$ cat config.mk
export PLATFORM = sky130hd
export DESIGN_NAME = lab3_cache_mem_arbiter
export DESIGN_NICKNAME = d
export VERILOG_FILES = /design/src/rtl/lab3_cache_mem_arbiter.sv
export SDC_FILE = /design/constraint.sdc
export NUM_CORES = 1
export LEC_CHECK = 0
export BUFFER_PORTS_ARGS = -buffer_cell sky130_fd_sc_hd__buf_2
export CELL_PAD_IN_SITES_DETAIL_PLACEMENT = 0
export CELL_PAD_IN_SITES_GLOBAL_PLACEMENT = 1
export CORE_AREA = 2 2 150 152
export DETAILED_ROUTE_END_ITERATION = 16
export DIE_AREA = 0 0 152 154
export MAX_ROUTING_LAYER = met4
export PLACE_DENSITY = 0.66
export SLEW_MARGIN = 40
export SYNTH_ARGS = -nofsm -noshare
export SYNTH_HDL_FRONTEND = slang
export SYNTH_SLANG_ARGS = --single-unit
$ cat constraint.sdc
create_clock -name clk -period 8.38 [get_ports clk]
set_clock_uncertainty 0.1 [all_clocks]
set_input_delay 1.257 -clock clk [delete_from_list [all_inputs] [get_ports clk]]
set_output_delay 1.257 -clock clk [all_outputs]
set_load 0.01 [all_outputs]
$ cat src/rtl/lab3_cache_mem_arbiter.sv
// lab3_cache_mem_arbiter: round-robin arbiter sharing one memory port between icache (port 0) and dcache (port 1)
//
// Holds the grant for a p_beats-long burst and routes responses back through an in-order owner FIFO.
// Optional macro LAB3_CACHE_MEM_ARB_FIXED_PRIO_EN: port 1 always wins a tie (no round-robin pointer).
//
// Ports:
//   clk, reset (async, active-low)
//   req0_*/req1_*     : val/rdy/msg/burst request streams from the two caches
//   mem_req_*         : muxed request to memory
//   mem_resp_*        : response from memory
//   resp0_*/resp1_*   : responses routed back to the requesting port
//   busy              : burst locked or responses outstanding
module lab3_cache_mem_arbiter #(
    parameter int p_msg_nbits  = 77,
    parameter int p_resp_nbits = 47,
    parameter int p_beats      = 4,
    parameter int p_depth      = 8
) (
    input  logic                    clk,
    input  logic                    reset,
    input  logic                    req0_val,
    output logic                    req0_rdy,
    input  logic [p_msg_nbits-1:0]  req0_msg,
    input  logic                    req0_burst,
    input  logic                    req1_val,
    output logic                    req1_rdy,
    input  logic [p_msg_nbits-1:0]  req1_msg,
    input  logic                    req1_burst,
    output logic                    mem_req_val,
    input  logic                    mem_req_rdy,
    output logic [p_msg_nbits-1:0]  mem_req_msg,
    input  logic                    mem_resp_val,
    output logic                    mem_resp_rdy,
    input  logic [p_resp_nbits-1:0] mem_resp_msg,
    output logic                    resp0_val,
    input  logic                    resp0_rdy,
    output logic [p_resp_nbits-1:0] resp0_msg,
    output logic                    resp1_val,
    input  logic                    resp1_rdy,
    output logic [p_resp_nbits-1:0] resp1_msg,
    output logic                    busy
);
    localparam int BW = p_beats > 1 ? $clog2(p_beats) : 1;
    localparam int AW = $clog2(p_depth);
    typedef enum logic {ARB, LOCK} state_t;
    state_t state, state_n;
    logic owner, owner_n;
    logic [BW-1:0] beat_cnt, beat_cnt_n;
    logic [p_depth-1:0] fifo;
    logic [AW-1:0] wr_ptr, rd_ptr;
    logic [AW:0] count;
    logic full, empty, head, gnt, burst, push, pop, last, tie;
    assign full  = count == (AW+1)'(p_depth);
    assign empty = count == '0;
    assign head  = fifo[rd_ptr];
    assign last  = beat_cnt == BW'(p_beats - 1);
`ifndef LAB3_CACHE_MEM_ARB_FIXED_PRIO_EN
    logic prio;
    assign tie = prio;
    // Single beats hand priority to the other port; a burst hands it over only on its last beat.
    always_ff @(posedge clk or negedge reset)
        if (!reset) prio <= 1'b0;
        else if (push) prio <= (state == LOCK) ? (last ? !owner : prio) : (burst && p_beats > 1) ? prio : !gnt;
`else
    assign tie = 1'b1;
`endif
    always_ff @(posedge clk or negedge reset) begin
        if (!reset) begin
            state    <= ARB;
            owner    <= 1'b0;
            beat_cnt <= '0;
            fifo     <= '0;
            wr_ptr   <= '0;
            rd_ptr   <= '0;
            count    <= '0;
        end else begin
            state    <= state_n;
            owner    <= owner_n;
            beat_cnt <= beat_cnt_n;
            if (push) begin
                fifo[wr_ptr] <= gnt;
                wr_ptr       <= wr_ptr + 1'b1;
            end
            if (pop) rd_ptr <= rd_ptr + 1'b1;
            count <= count + (AW+1)'(push) - (AW+1)'(pop);
        end
    end
    always_comb begin
        state_n    = state;
        owner_n    = owner;
        beat_cnt_n = beat_cnt;
        if (push && state == LOCK) begin
            state_n    = last ? ARB : LOCK;
            beat_cnt_n = last ? '0 : beat_cnt + 1'b1;
        end else if (push && burst && p_beats > 1) begin
            state_n    = LOCK;
            owner_n    = gnt;
            beat_cnt_n = BW'(1);
        end
    end
    // Full blocks new beats regardless of a same-cycle pop, keeping response and request paths independent.
    always_comb begin
        gnt          = (state == LOCK) ? owner : (req0_val & req1_val) ? tie : req1_val;
        mem_req_val  = reset & !full & (gnt ? req1_val : req0_val);
        mem_req_msg  = gnt ? req1_msg : req0_msg;
        burst        = gnt ? req1_burst : req0_burst;
        req0_rdy     = mem_req_val & mem_req_rdy & !gnt;
        req1_rdy     = mem_req_val & mem_req_rdy & gnt;
        push         = mem_req_val & mem_req_rdy;
        resp0_val    = mem_resp_val & !empty & !head;
        resp1_val    = mem_resp_val & !empty & head;
        mem_resp_rdy = !empty & (head ? resp1_rdy : resp0_rdy);
        pop          = mem_resp_val & mem_resp_rdy;
        resp0_msg    = mem_resp_msg;
        resp1_msg    = mem_resp_msg;
        busy         = (state == LOCK) | !empty;
    end
endmodule

# ---- Word level (Yosys, flattened, before mapping)
# Index checks and enable logic that the tools add are counted.
dict set report word_totals {
  regBits 23
  inputBits 211
  output_inout_bits 178
}
dict set report classes {
  addsub 5
  n_lt_le_gt_ge 3
  n_eq_ne 4
  muxes 20
  n_bitwise 13
  reduce_logical 12
}
# operator count
set ops {}
lappend ops {{$mux W77} 1}
lappend ops {{$mux W1} 13}
lappend ops {{$and A1 B1 Y1} 11}
lappend ops {{$bwmux W8} 1}
lappend ops {{$lt A3 B4 Y1 const B} 2}
lappend ops {{$add A3 B1 Y3 const B} 2}
lappend ops {{$mux W2} 3}
lappend ops {{$logic_not A1 Y1} 5}
lappend ops {{$add A4 B1 Y4} 1}
lappend ops {{$eq A4 B4 Y1 const B} 1}
lappend ops {{$logic_not A4 Y1} 1}
lappend ops {{$sub A4 B1 Y4} 1}
lappend ops {{$bmux W1 S3} 1}
lappend ops {{$demux W1 S3} 1}
lappend ops {{$ge A3 B1 Y1 const B} 1}
lappend ops {{$logic_and A1 B1 Y1} 3}
lappend ops {{$reduce_and A3 Y1} 1}
lappend ops {{$add A2 B1 Y2 const B} 1}
lappend ops {{$eq A2 B2 Y1 const B} 1}
lappend ops {{$ne A2 B1 Y1 const B} 1}
lappend ops {{$ne A2 B2 Y1 const B} 1}
lappend ops {{$reduce_and A2 Y1} 1}
lappend ops {{$reduce_bool A2 Y1} 1}
lappend ops {{$not A1 Y1} 1}
lappend ops {{$or A1 B1 Y1} 1}

# ---- Logic depth before layout (Yosys ltp)
# Gate-level depths: netlist of run 1.
dict set report depth {
  ltp_word 9
  depth_mapped 12
  depth_no_buf 12
}

# ---- Least setup slack after synthesis of run 1
# Ideal clock, no wire load.
dict set report synth_timing {
  path_type {input to output}
  from {in req0_val}
  to {out mem_req_msg[10]}
  arrival_ns 2.388
  t_required_ns 7.023
  path_slack_ns 4.635
  stages 6
  path_buffers 2
  cell_sequence {nand2b_1 a31oi_2 clkbuf_1 buf_1 nand2_1 nand2_1}
}
dict set report synth_via {
  elab_chain_cells 4
}
# item line_no
set synth_lines {}
lappend synth_lines {{start, declared} 21} ;# input logic req0_val,
lappend synth_lines {{$and A1 B1 Y1} 103} ;# gnt = (state == LOCK) ? owner : (req0_val & req1_val) ? tie : req1_val;
lappend synth_lines {{$mux W1 (2 in series)} 103}
lappend synth_lines {{$mux W77} 105} ;# mem_req_msg = gnt ? req1_msg : req0_msg;
lappend synth_lines {{end, declared} 31} ;# output logic [p_msg_nbits-1:0] mem_req_msg,
# No other way between the ends.

# ---- Worst setup path in the final report of run 1
dict set report layout_timing {
  from {in reset}
  to {out req0_rdy}
}
dict set report layout_via {
  elab_chain_cells 4
}
# item line_no
set layout_lines {}
lappend layout_lines {{start, declared} 20} ;# input logic reset,
lappend layout_lines {{$and A1 B1 Y1 (2 in series)} 104} ;# mem_req_val = reset & !full & (gnt ? req1_val : req0_val);
lappend layout_lines {{$and A1 B1 Y1 (2 in series)} 107} ;# req0_rdy = mem_req_val & mem_req_rdy & !gnt;
lappend layout_lines {{end, declared} 22} ;# output logic req0_rdy,
# No other way between the ends.

==> reports/summary.txt, run 1 <==
OUTCOME
--------------------------------------------------------------------------------------------------------
Result of the run                                                                           complete, no violations

FINISH
--------------------------------------------------------------------------------------------------------
Area growth from synthesis to final layout                                                         31.1%
Count of placed standard cells in the final layout, fillers left out                                 887
Final core utilization                                                                             0.181
Ant. Diodes                                                                                            0
Total of fill cells in the finished design                                                         2,511
Sequential Area                                                                                 576 um^2
Share of cells above drive strength 1                                                              0.442
Footprint of the multi-input gates                                                          0.00162 mm^2
Final design instance area without fill                                                     0.00393 mm^2
Total Nets Final                                                                                     829

YOSYS
--------------------------------------------------------------------------------------------------------
Yosys warning count                                                                                    0
Synth top area share                                                                               0.300
Post-Syn Area per Cell                                                                         6.39 um^2
Net count of the mapped netlist                                                                      691
Library cells used by synthesis                                                                       42
Largest cells by area after synthesis                                                       sky130_fd_sc_hd__nand2_1, sky130_fd_sc_hd__buf_4, sky130_fd_sc_hd__dfrtp_1
Area of the mapped netlist                                                                  0.00300 mm^2
Post-synthesis cell count                                                                            470
Top flip-flop cell by instance count after synthesis                                        sky130_fd_sc_hd__dfrtp_1
Register area share after synthesis                                                                0.192
Number of enable-type register cells in the synthesized netlist                                        0
Number of register bits inferred by synthesis                                                         23
Async set or reset register ratio after synthesis                                                   1.00
Cell accounting for the most synthesized area                                               sky130_fd_sc_hd__nand2_1

WORST SETUP PATH
--------------------------------------------------------------------------------------------------------
Beginning of the worst register-to-register path                                            count[2]$_DFF_PN0_
Critical path class                                                                               in2out
Kind of cell adding the most delay to the critical path                                     buffers and inverters
Crit. End Element                                                                            output port
Delay contributed by the slowest stage of the critical path                                      0.48 ns
Crit-path slowest cell                                                                      sky130_fd_sc_hd__a21oi_4
Worst setup path end                                                                            req0_rdy
Crit. path cell count                                                                                  6
Capturing point of the worst reg2reg path                                                   count[2]$_DFF_PN0_
Data required, critical path                                                                     7.02 ns
Launch point of the worst path                                                                     reset
Reg2reg setup slack                                                                              5.43 ns
Critical path cell sequence                                                                 buf_2 > nand4_1 > a21oi_4 > inv_2 > nor2_1 > buf_2
Worst R2R Path Depth                                                                                  12
Max FO, Critical Path                                                                                 25
Startpoint kind of the worst setup timing path                                                input port
Crit path DAT                                                                                    2.92 ns
Cell repeated most along the worst path                                                     sky130_fd_sc_hd__buf_2
Buffers & Inverters on Critical Path                                                                   3

FLOORPLAN
--------------------------------------------------------------------------------------------------------
Starting Density                                                                                   0.138
Full die area                                                                                0.0234 mm^2
DIE WIDTH                                                                                         152 um
Core area                                                                                    0.0217 mm^2
Die Span Y                                                                                        154 um
Number of rows created at floorplan                                                                   54
Boundary pin count                                                                                   389

GLOBAL ROUTING
--------------------------------------------------------------------------------------------------------
Maximum number of pins on one net before global-route repair                                          87
Global-route wire length before repair                                                           15.9 mm
Most Crowded Layer GR                                                                               met2
Met1 demand-to-capacity share in global routing                                                   0.0966
Met3 Usage GRT                                                                                    0.0197
Number of global-route vias before repair                                                          3,253
Grt total ovfl                                                                                         0
Met2 demand-to-capacity share in global routing                                                    0.143
Total track usage                                                                                 0.0844
Number of antenna violations at the first check in global routing                                      0

CLOCK TREE
--------------------------------------------------------------------------------------------------------
Clock tree buffer depth                                                                                2
Sinks on Clock Net                                                                                    23
Buffer count from post-CTS setup fixing                                                                0
CTS tree                                                                                            done
Number of instances resized during post-cts repair                                                     0
Clock tree root buffer cell                                                                 sky130_fd_sc_hd__clkbuf_16
Post-CTS clock slew at the launch and capture registers of the worst setup and hold paths        0.06 ns
Cts bufs inserted                                                                                      3
Count of H-tree levels built during CTS                                                                1
Clock latency reported for the late side of the worst-skew pair                                  0.25 ns
Post-CTS Hold Buffers                                                                                  0

RUN
--------------------------------------------------------------------------------------------------------
Number of violations of the max-capacitance limit                                                      0

STA
--------------------------------------------------------------------------------------------------------
Endpoints failing setup                                                                                0
Max Transition Viols Final                                                                             0
Highest clock frequency the design can meet                                                      234 MHz
Ratio of final minimum period to clock period                                                      0.511
Post-layout minimum cycle time                                                                   4.28 ns
Hold WS                                                                                         0.403 ns
Slew margin rel.                                                                                   0.528
RSZ-0062 raised after global routing                                                               false
Aggregate negative setup slack                                                                      0 ns
Actual transition at the worst max-transition pin                                               0.709 ns
Endpoints failing hold                                                                                 0

ROUTE
--------------------------------------------------------------------------------------------------------
Number of detailed-route iterations in the first pass                                                  4
Count of vias placed by the detailed router                                                        3,293
DRC viols                                                                                              0
Drt initial violations                                                                               168
Via density per instance                                                                            3.71
Wire length after detailed routing                                                               10.3 mm
Routed length per placed instance                                                                11.6 um
Count of antenna-violating nets left after detailed routing                                            0

PLACED DESIGN
--------------------------------------------------------------------------------------------------------
Placed Instances                                                                                     883
Number of buffers added on ports                                                                     247
Final Wtd Congestion                                                                               0.739
Half-perimeter wire length after detailed placement                                              8.47 mm
Placed Area                                                                                 0.00385 mm^2

PWR
--------------------------------------------------------------------------------------------------------
Power density relative to cell area                                                          338 mW/mm^2
Peak supply drop                                                                                  157 uV
Static leakage power                                                                             2.35 nW

WORST HOLD PATH
--------------------------------------------------------------------------------------------------------
WHS Path Cells                                                                                         1
Worst min path class                                                                             reg2reg
Origin of the worst min-delay path                                                          beat_cnt[1]$_DFFE_PN0P_

-- Yosys cell counts, types with 2 or more instances --
| cell | n |
|---|---|
| sky130_fd_sc_hd__buf_1 | 5 |
| sky130_fd_sc_hd__a21oi_1 | 7 |
| sky130_fd_sc_hd__nor3_1 | 2 |
| sky130_fd_sc_hd__dfrtp_1 | 23 |
| sky130_fd_sc_hd__xnor2_1 | 4 |
| sky130_fd_sc_hd__a31oi_1 | 5 |
| sky130_fd_sc_hd__mux2_2 | 5 |
| sky130_fd_sc_hd__inv_1 | 10 |
| sky130_fd_sc_hd__mux2_4 | 2 |
| sky130_fd_sc_hd__nor3b_1 | 3 |
| sky130_fd_sc_hd__nand3_1 | 5 |
| sky130_fd_sc_hd__mux2i_1 | 2 |
| sky130_fd_sc_hd__clkbuf_1 | 15 |
| sky130_fd_sc_hd__xor2_1 | 2 |
| sky130_fd_sc_hd__nor2_1 | 6 |
| sky130_fd_sc_hd__buf_2 | 2 |
| sky130_fd_sc_hd__or3b_2 | 2 |
| sky130_fd_sc_hd__o21ai_0 | 3 |
| sky130_fd_sc_hd__ha_1 | 9 |
| sky130_fd_sc_hd__buf_4 | 94 |
| sky130_fd_sc_hd__nand4b_1 | 2 |
| sky130_fd_sc_hd__a21o_1 | 2 |
| sky130_fd_sc_hd__nand2_1 | 240 |
| sky130_fd_sc_hd__mux4_1 | 2 |
-- cells in the final DEF (no fill, tap or decap), drive strengths merged, types with 4 or more instances in the layout --
cell / count
nor2: 6
xnor2: 4
ha: 9
inv: 11
nand3: 5
mux2: 7
nand2: 240
buf: 250
dfrtp: 23
a31oi: 6
a21oi: 8
-- logic make-up after synthesis --
| logic type | after synthesis | synth area share |
|---|---|---|
| AND/OR/NAND/NOR | 267 | 0.354 |
| buffers and inverters | 128 | 0.279 |
| AO/OA/AOI/OAI | 24 | 0.0529 |
| flip-flops | 23 | 0.192 |
| multiplexers | 12 | 0.0604 |
| adder cells (fa/ha/maj) | 10 | 0.0442 |
| XOR/XNOR | 6 | 0.0175 |
-- worst min path at each step --
stage	to	slack, ns
6_report	beat_cnt[1]$_DFFE_PN0P_	0.40
4_1_cts	prio$_DFFE_PN0P_	0.40
3_3_place_gp	beat_cnt[1]$_DFFE_PN0P_	0.39
5_1_grt	fifo[6]$_DFFE_PN0P_	0.42
2_1_floorplan	fifo[7]$_DFFE_PN0P_	0.36
3_5_place_dp	prio$_DFFE_PN0P_	0.39
-- sequential cells by signal, summed over array words and instances (netlist names) --
name,cells
fifo,8
count,4
rd_ptr,3
wr_ptr,3
beat_cnt,2
owner,1
prio,1
state,1
-- layer usage --
metal	share of wire	vias up
li1	-	1651
met1	0.40	1397
met2	0.47	207
met3	0.090	38
met4	0.038	0
met5	0	-
-- final cells by class --
class                      count  share of cell area
tap                          280              0.0891
clock inverter                 1             0.00127
timing repair buffer         250               0.323
clock buffer                   3              0.0191
multi-input combinational    319               0.411
sequential                    23               0.146
inverter                      11              0.0105
-- per-stage QoR --
step	setup slack, ns	power (mW)
after detailed placement	3.80	1.24
after floorplan	4.63	0.908
after global routing	3.79	1.48
after global placement	3.71	1.23
after CTS	3.80	1.35
final	4.10	1.33
-- power breakdown --
group          switching [mW]  leakage (nW)  internal (mW)
registers              0.0597         0.279          0.168
logic                   0.586          2.03          0.414
clock network          0.0386        0.0409         0.0641
Note: power is estimated with default switching activity, not from simulation.
==> inputs of run 2 (changes only) <==
--- a/config.mk
+++ b/config.mk
@@ -8,11 +8,11 @@
 export BUFFER_PORTS_ARGS = -buffer_cell sky130_fd_sc_hd__buf_2
 export CELL_PAD_IN_SITES_DETAIL_PLACEMENT = 0
 export CELL_PAD_IN_SITES_GLOBAL_PLACEMENT = 1
-export CORE_AREA = 2 2 150 152
+export CORE_AREA = 2 2 149 151
 export DETAILED_ROUTE_END_ITERATION = 16
-export DIE_AREA = 0 0 152 154
+export DIE_AREA = 0 0 151 153
 export MAX_ROUTING_LAYER = met4
-export PLACE_DENSITY = 0.66
+export PLACE_DENSITY = 0.67
 export SLEW_MARGIN = 40
 export SYNTH_ARGS = -nofsm -noshare
 export SYNTH_HDL_FRONTEND = slang
==> constraint.sdc (replaced) <==
create_clock -name clk -period 4.5 [get_ports clk]
set_clock_uncertainty 0.1 [all_clocks]
set_input_delay 0.675 -clock clk [delete_from_list [all_inputs] [get_ports clk]]
set_output_delay 0.675 -clock clk [all_outputs]
set_load 0.01 [all_outputs]
==> run 2 against run 1 <==
Effect of this change:
- worst hold slack lost 0.058 ns
- final area grew 0.54%
- wire length shrank 2.2%
- power grew 89%
- die area shrank 1.3%
- global-route usage is essentially flat
- cell count grew 0.23%
- via count is essentially flat
- register-to-register slack lost 3.8 ns
- clock power grew 87%
- clock-buffer cell count is the same
- combinational power grew 88%
- critical endpoint is now mem_req_msg[34]
- largest cell class unchanged
==> reports/summary.txt, run 2 (synthesized netlist as in run 1, its figures left out) <==
OUTCOME
--------------------------------------------------------------------------------------------------------
Result of the run                                                                           complete, no violations   unchanged

WORST SETUP PATH
--------------------------------------------------------------------------------------------------------
Beginning of the worst register-to-register path                                            count[2]$_DFF_PN0_   unchanged
Cell repeated most along the worst path                                                     sky130_fd_sc_hd__nand2_1   was sky130_fd_sc_hd__buf_2
Crit-path slowest cell                                                                      sky130_fd_sc_hd__o21bai_4   was sky130_fd_sc_hd__a21oi_4
Critical path class                                                                               in2out   unchanged
Delay contributed by the slowest stage of the critical path                                      0.50 ns   was 0.48 ns
Startpoint kind of the worst setup timing path                                                input port   unchanged
Buffers & Inverters on Critical Path                                                                   3   unchanged
Max FO, Critical Path                                                                                 20   was 25
Capturing point of the worst reg2reg path                                                   count[2]$_DFF_PN0_   unchanged
Critical path cell sequence                                                                 buf_2 > nand2b_1 > nand2_1 > o21bai_4 > buf_4 > nand2_1 > nand2_1 > buf_2   was buf_2 > nand4_1 > a21oi_4 > inv_2 > nor2_1 > buf_2
Reg2reg setup slack                                                                              1.63 ns   was 5.43 ns
Crit path DAT                                                                                    2.21 ns   was 2.92 ns
Crit. End Element                                                                            output port   unchanged
Crit. path cell count                                                                                  8   was 6
Kind of cell adding the most delay to the critical path                                     buffers and inverters   unchanged
Worst R2R Path Depth                                                                                  13   was 12
Data required, critical path                                                                     3.72 ns   was 7.02 ns

FLOORPLAN
--------------------------------------------------------------------------------------------------------
Starting Density                                                                                   0.140   was 0.138
Die Span Y                                                                                        153 um   was 154 um
Number of rows created at floorplan                                                                   54   unchanged
Full die area                                                                                0.0231 mm^2   was 0.0234 mm^2
Boundary pin count                                                                                   389   unchanged
DIE WIDTH                                                                                         151 um   was 152 um
Core area                                                                                    0.0215 mm^2   was 0.0217 mm^2

FINISH
--------------------------------------------------------------------------------------------------------
Sequential Area                                                                                 576 um^2   unchanged
Largest registers                                                                           fifo: 8 flops, count: 4 flops   unchanged
Total Nets Final                                                                                     831   was 829
Area growth from synthesis to final layout                                                         31.8%   was 31.1%
Largest register by flop count                                                                      fifo   unchanged
Ant. Diodes                                                                                            0   unchanged
Flip-flop count of the largest register, all copies and words added                                    8   unchanged
Share of cells above drive strength 1                                                              0.443   was 0.442
Final design instance area without fill                                                     0.00396 mm^2   was 0.00393 mm^2
Total of fill cells in the finished design                                                         2,500   was 2,511
Commonest non-fill, non-tap cells in the layout                                             sky130_fd_sc_hd__buf_2, sky130_fd_sc_hd__nand2_1, sky130_fd_sc_hd__dfrtp_1   unchanged
Most frequent standard cell in the layout excluding fill and tap cells                      sky130_fd_sc_hd__buf_2   unchanged
Footprint of the multi-input gates                                                          0.00161 mm^2   was 0.00162 mm^2

CLOCK TREE
--------------------------------------------------------------------------------------------------------
Buffer count from post-CTS setup fixing                                                                0   unchanged
Clock latency reported for the late side of the worst-skew pair                                  0.25 ns   about the same
CTS tree                                                                                            done   unchanged
Number of instances resized during post-cts repair                                                     0   unchanged
Clock tree buffer depth                                                                                2   unchanged
Sinks on Clock Net                                                                                    23   unchanged
Count of H-tree levels built during CTS                                                                1   unchanged
Post-CTS Hold Buffers                                                                                  0   unchanged
Clock tree root buffer cell                                                                 sky130_fd_sc_hd__clkbuf_16   unchanged
Post-CTS clock slew at the launch and capture registers of the worst setup and hold paths        0.06 ns   about the same
Cts bufs inserted                                                                                      3   unchanged

PWR
--------------------------------------------------------------------------------------------------------
Static leakage power                                                                             2.36 nW   was 2.35 nW
Combinational share of power                                                                       0.751   was 0.752
Portion of total power attributed to sequential cells                                              0.172   was 0.171
Psw                                                                                              1.29 mW   was 0.684 mW
Peak supply drop                                                                                  300 uV   was 157 uV
P_int                                                                                            1.22 mW   was 0.646 mW
Power density relative to cell area                                                          634 mW/mm^2   was 338 mW/mm^2
Switching fraction of total power                                                                  0.513   was 0.514
Clk pwr share                                                                                      0.077   about the same

ROUTE
--------------------------------------------------------------------------------------------------------
Count of vias placed by the detailed router                                                        3,291   was 3,293
Number of detailed-route iterations in the first pass                                                  4   unchanged
Count of antenna-violating nets left after detailed routing                                            0   unchanged
Wire length after detailed routing                                                               10.0 mm   was 10.3 mm
DRC viols                                                                                              0   unchanged
Drt initial violations                                                                               100   was 168
Routed length per placed instance                                                                11.3 um   was 11.6 um
Via density per instance                                                                            3.70   was 3.71

PLACED DESIGN
--------------------------------------------------------------------------------------------------------
Final Wtd Congestion                                                                               0.708   was 0.739
Number of buffers added on ports                                                                     247   unchanged
Placed Area                                                                                 0.00387 mm^2   was 0.00385 mm^2
Half-perimeter wire length after detailed placement                                              8.16 mm   was 8.47 mm

STA
--------------------------------------------------------------------------------------------------------
Aggregate negative setup slack                                                                      0 ns   unchanged
Highest clock frequency the design can meet                                                      335 MHz
Actual transition at the worst max-transition pin                                               0.589 ns   was 0.709 ns
RSZ-0062 raised after global routing                                                               false   unchanged
Ratio of final minimum period to clock period                                                      0.663
Slew margin rel.                                                                                   0.606   was 0.528
Max Transition Viols Final                                                                             0   unchanged
Post-layout minimum cycle time                                                                   2.98 ns
Endpoints failing setup                                                                                0   unchanged
Endpoints failing hold                                                                                 0   unchanged

RUN
--------------------------------------------------------------------------------------------------------
Number of violations of the max-capacitance limit                                                      0   unchanged

GLOBAL ROUTING
--------------------------------------------------------------------------------------------------------
Total track usage                                                                                 0.0846   was 0.0844
Number of antenna violations at the first check in global routing                                      0   unchanged
Grt total ovfl                                                                                         0   unchanged
Global-route wire length before repair                                                           15.3 mm   was 15.9 mm
Number of global-route vias before repair                                                          3,102   was 3,253
Maximum number of pins on one net before global-route repair                                          87   unchanged

WORST HOLD PATH
--------------------------------------------------------------------------------------------------------
Worst min path class                                                                            in2async   was reg2reg

-- run 2: cell types whose count changed in the layout (fill, tap and decap cells not counted) --
cell,previous run,this run
sky130_fd_sc_hd__buf_8,1,0
sky130_fd_sc_hd__a21oi_4,1,0
sky130_fd_sc_hd__a21oi_2,0,1
sky130_fd_sc_hd__buf_4,1,3
sky130_fd_sc_hd__buf_6,1,0
sky130_fd_sc_hd__buf_12,0,2
-- run 2: worst max path at each step --
stage                     startpoint            endpoint
4_1_cts                     req0_val     mem_req_msg[35]
6_report                    req0_val     mem_req_msg[34]
3_5_place_dp                req0_val     mem_req_msg[35]
2_1_floorplan  rd_ptr[0]$_DFFE_PN0P_  count[2]$_DFF_PN0_
3_3_place_gp                req0_val     mem_req_msg[12]
5_1_grt                     req0_val     mem_req_msg[34]
-- run 2: layout make-up --
type,instances,share of cell area
flip-flops and latches,23,0.146
inverters,11,0.0104
repair buffers,252,0.328
clock buffers,3,0.0190
clock inverters,1,0.00127
well taps,280,0.0886
multi-input cells,319,0.407
-- run 2: layer usage --
layer / global-route usage / wire (um) / vias up
li1: - / - / 1650
met1: 0.0979 / 4160 / 1395
met2: 0.140 / 4470 / 211
met3: 0.0245 / 1110 / 35
met4: 0.0280 / 293 / 0
met5: - / 0 / -
-- run 2: power groups by stage --
stage | Clock, mW | Combinational (mW) | Sequential [mW]
floorplan | 0 | 1.33 | 0.364
global placement | 0 | 1.92 | 0.429
detailed placement | 0 | 1.92 | 0.432
CTS | 0.197 | 1.93 | 0.430
global route | 0.209 | 2.15 | 0.450
finish | 0.193 | 1.88 | 0.432
-- run 2: through the flow --
stage	cells	hold WS (ns)	total power [mW]	worst slack (ns)	util
floorplan	470	0.279	1.69	1.82	-
finish	889	0.345	2.51	1.52	0.184
CTS	889	0.359	2.55	1.50	0.184
global route	889	0.368	2.81	1.33	0.184
global placement	885	0.384	2.35	1.48	0.180
detailed placement	885	0.391	2.35	1.50	0.180
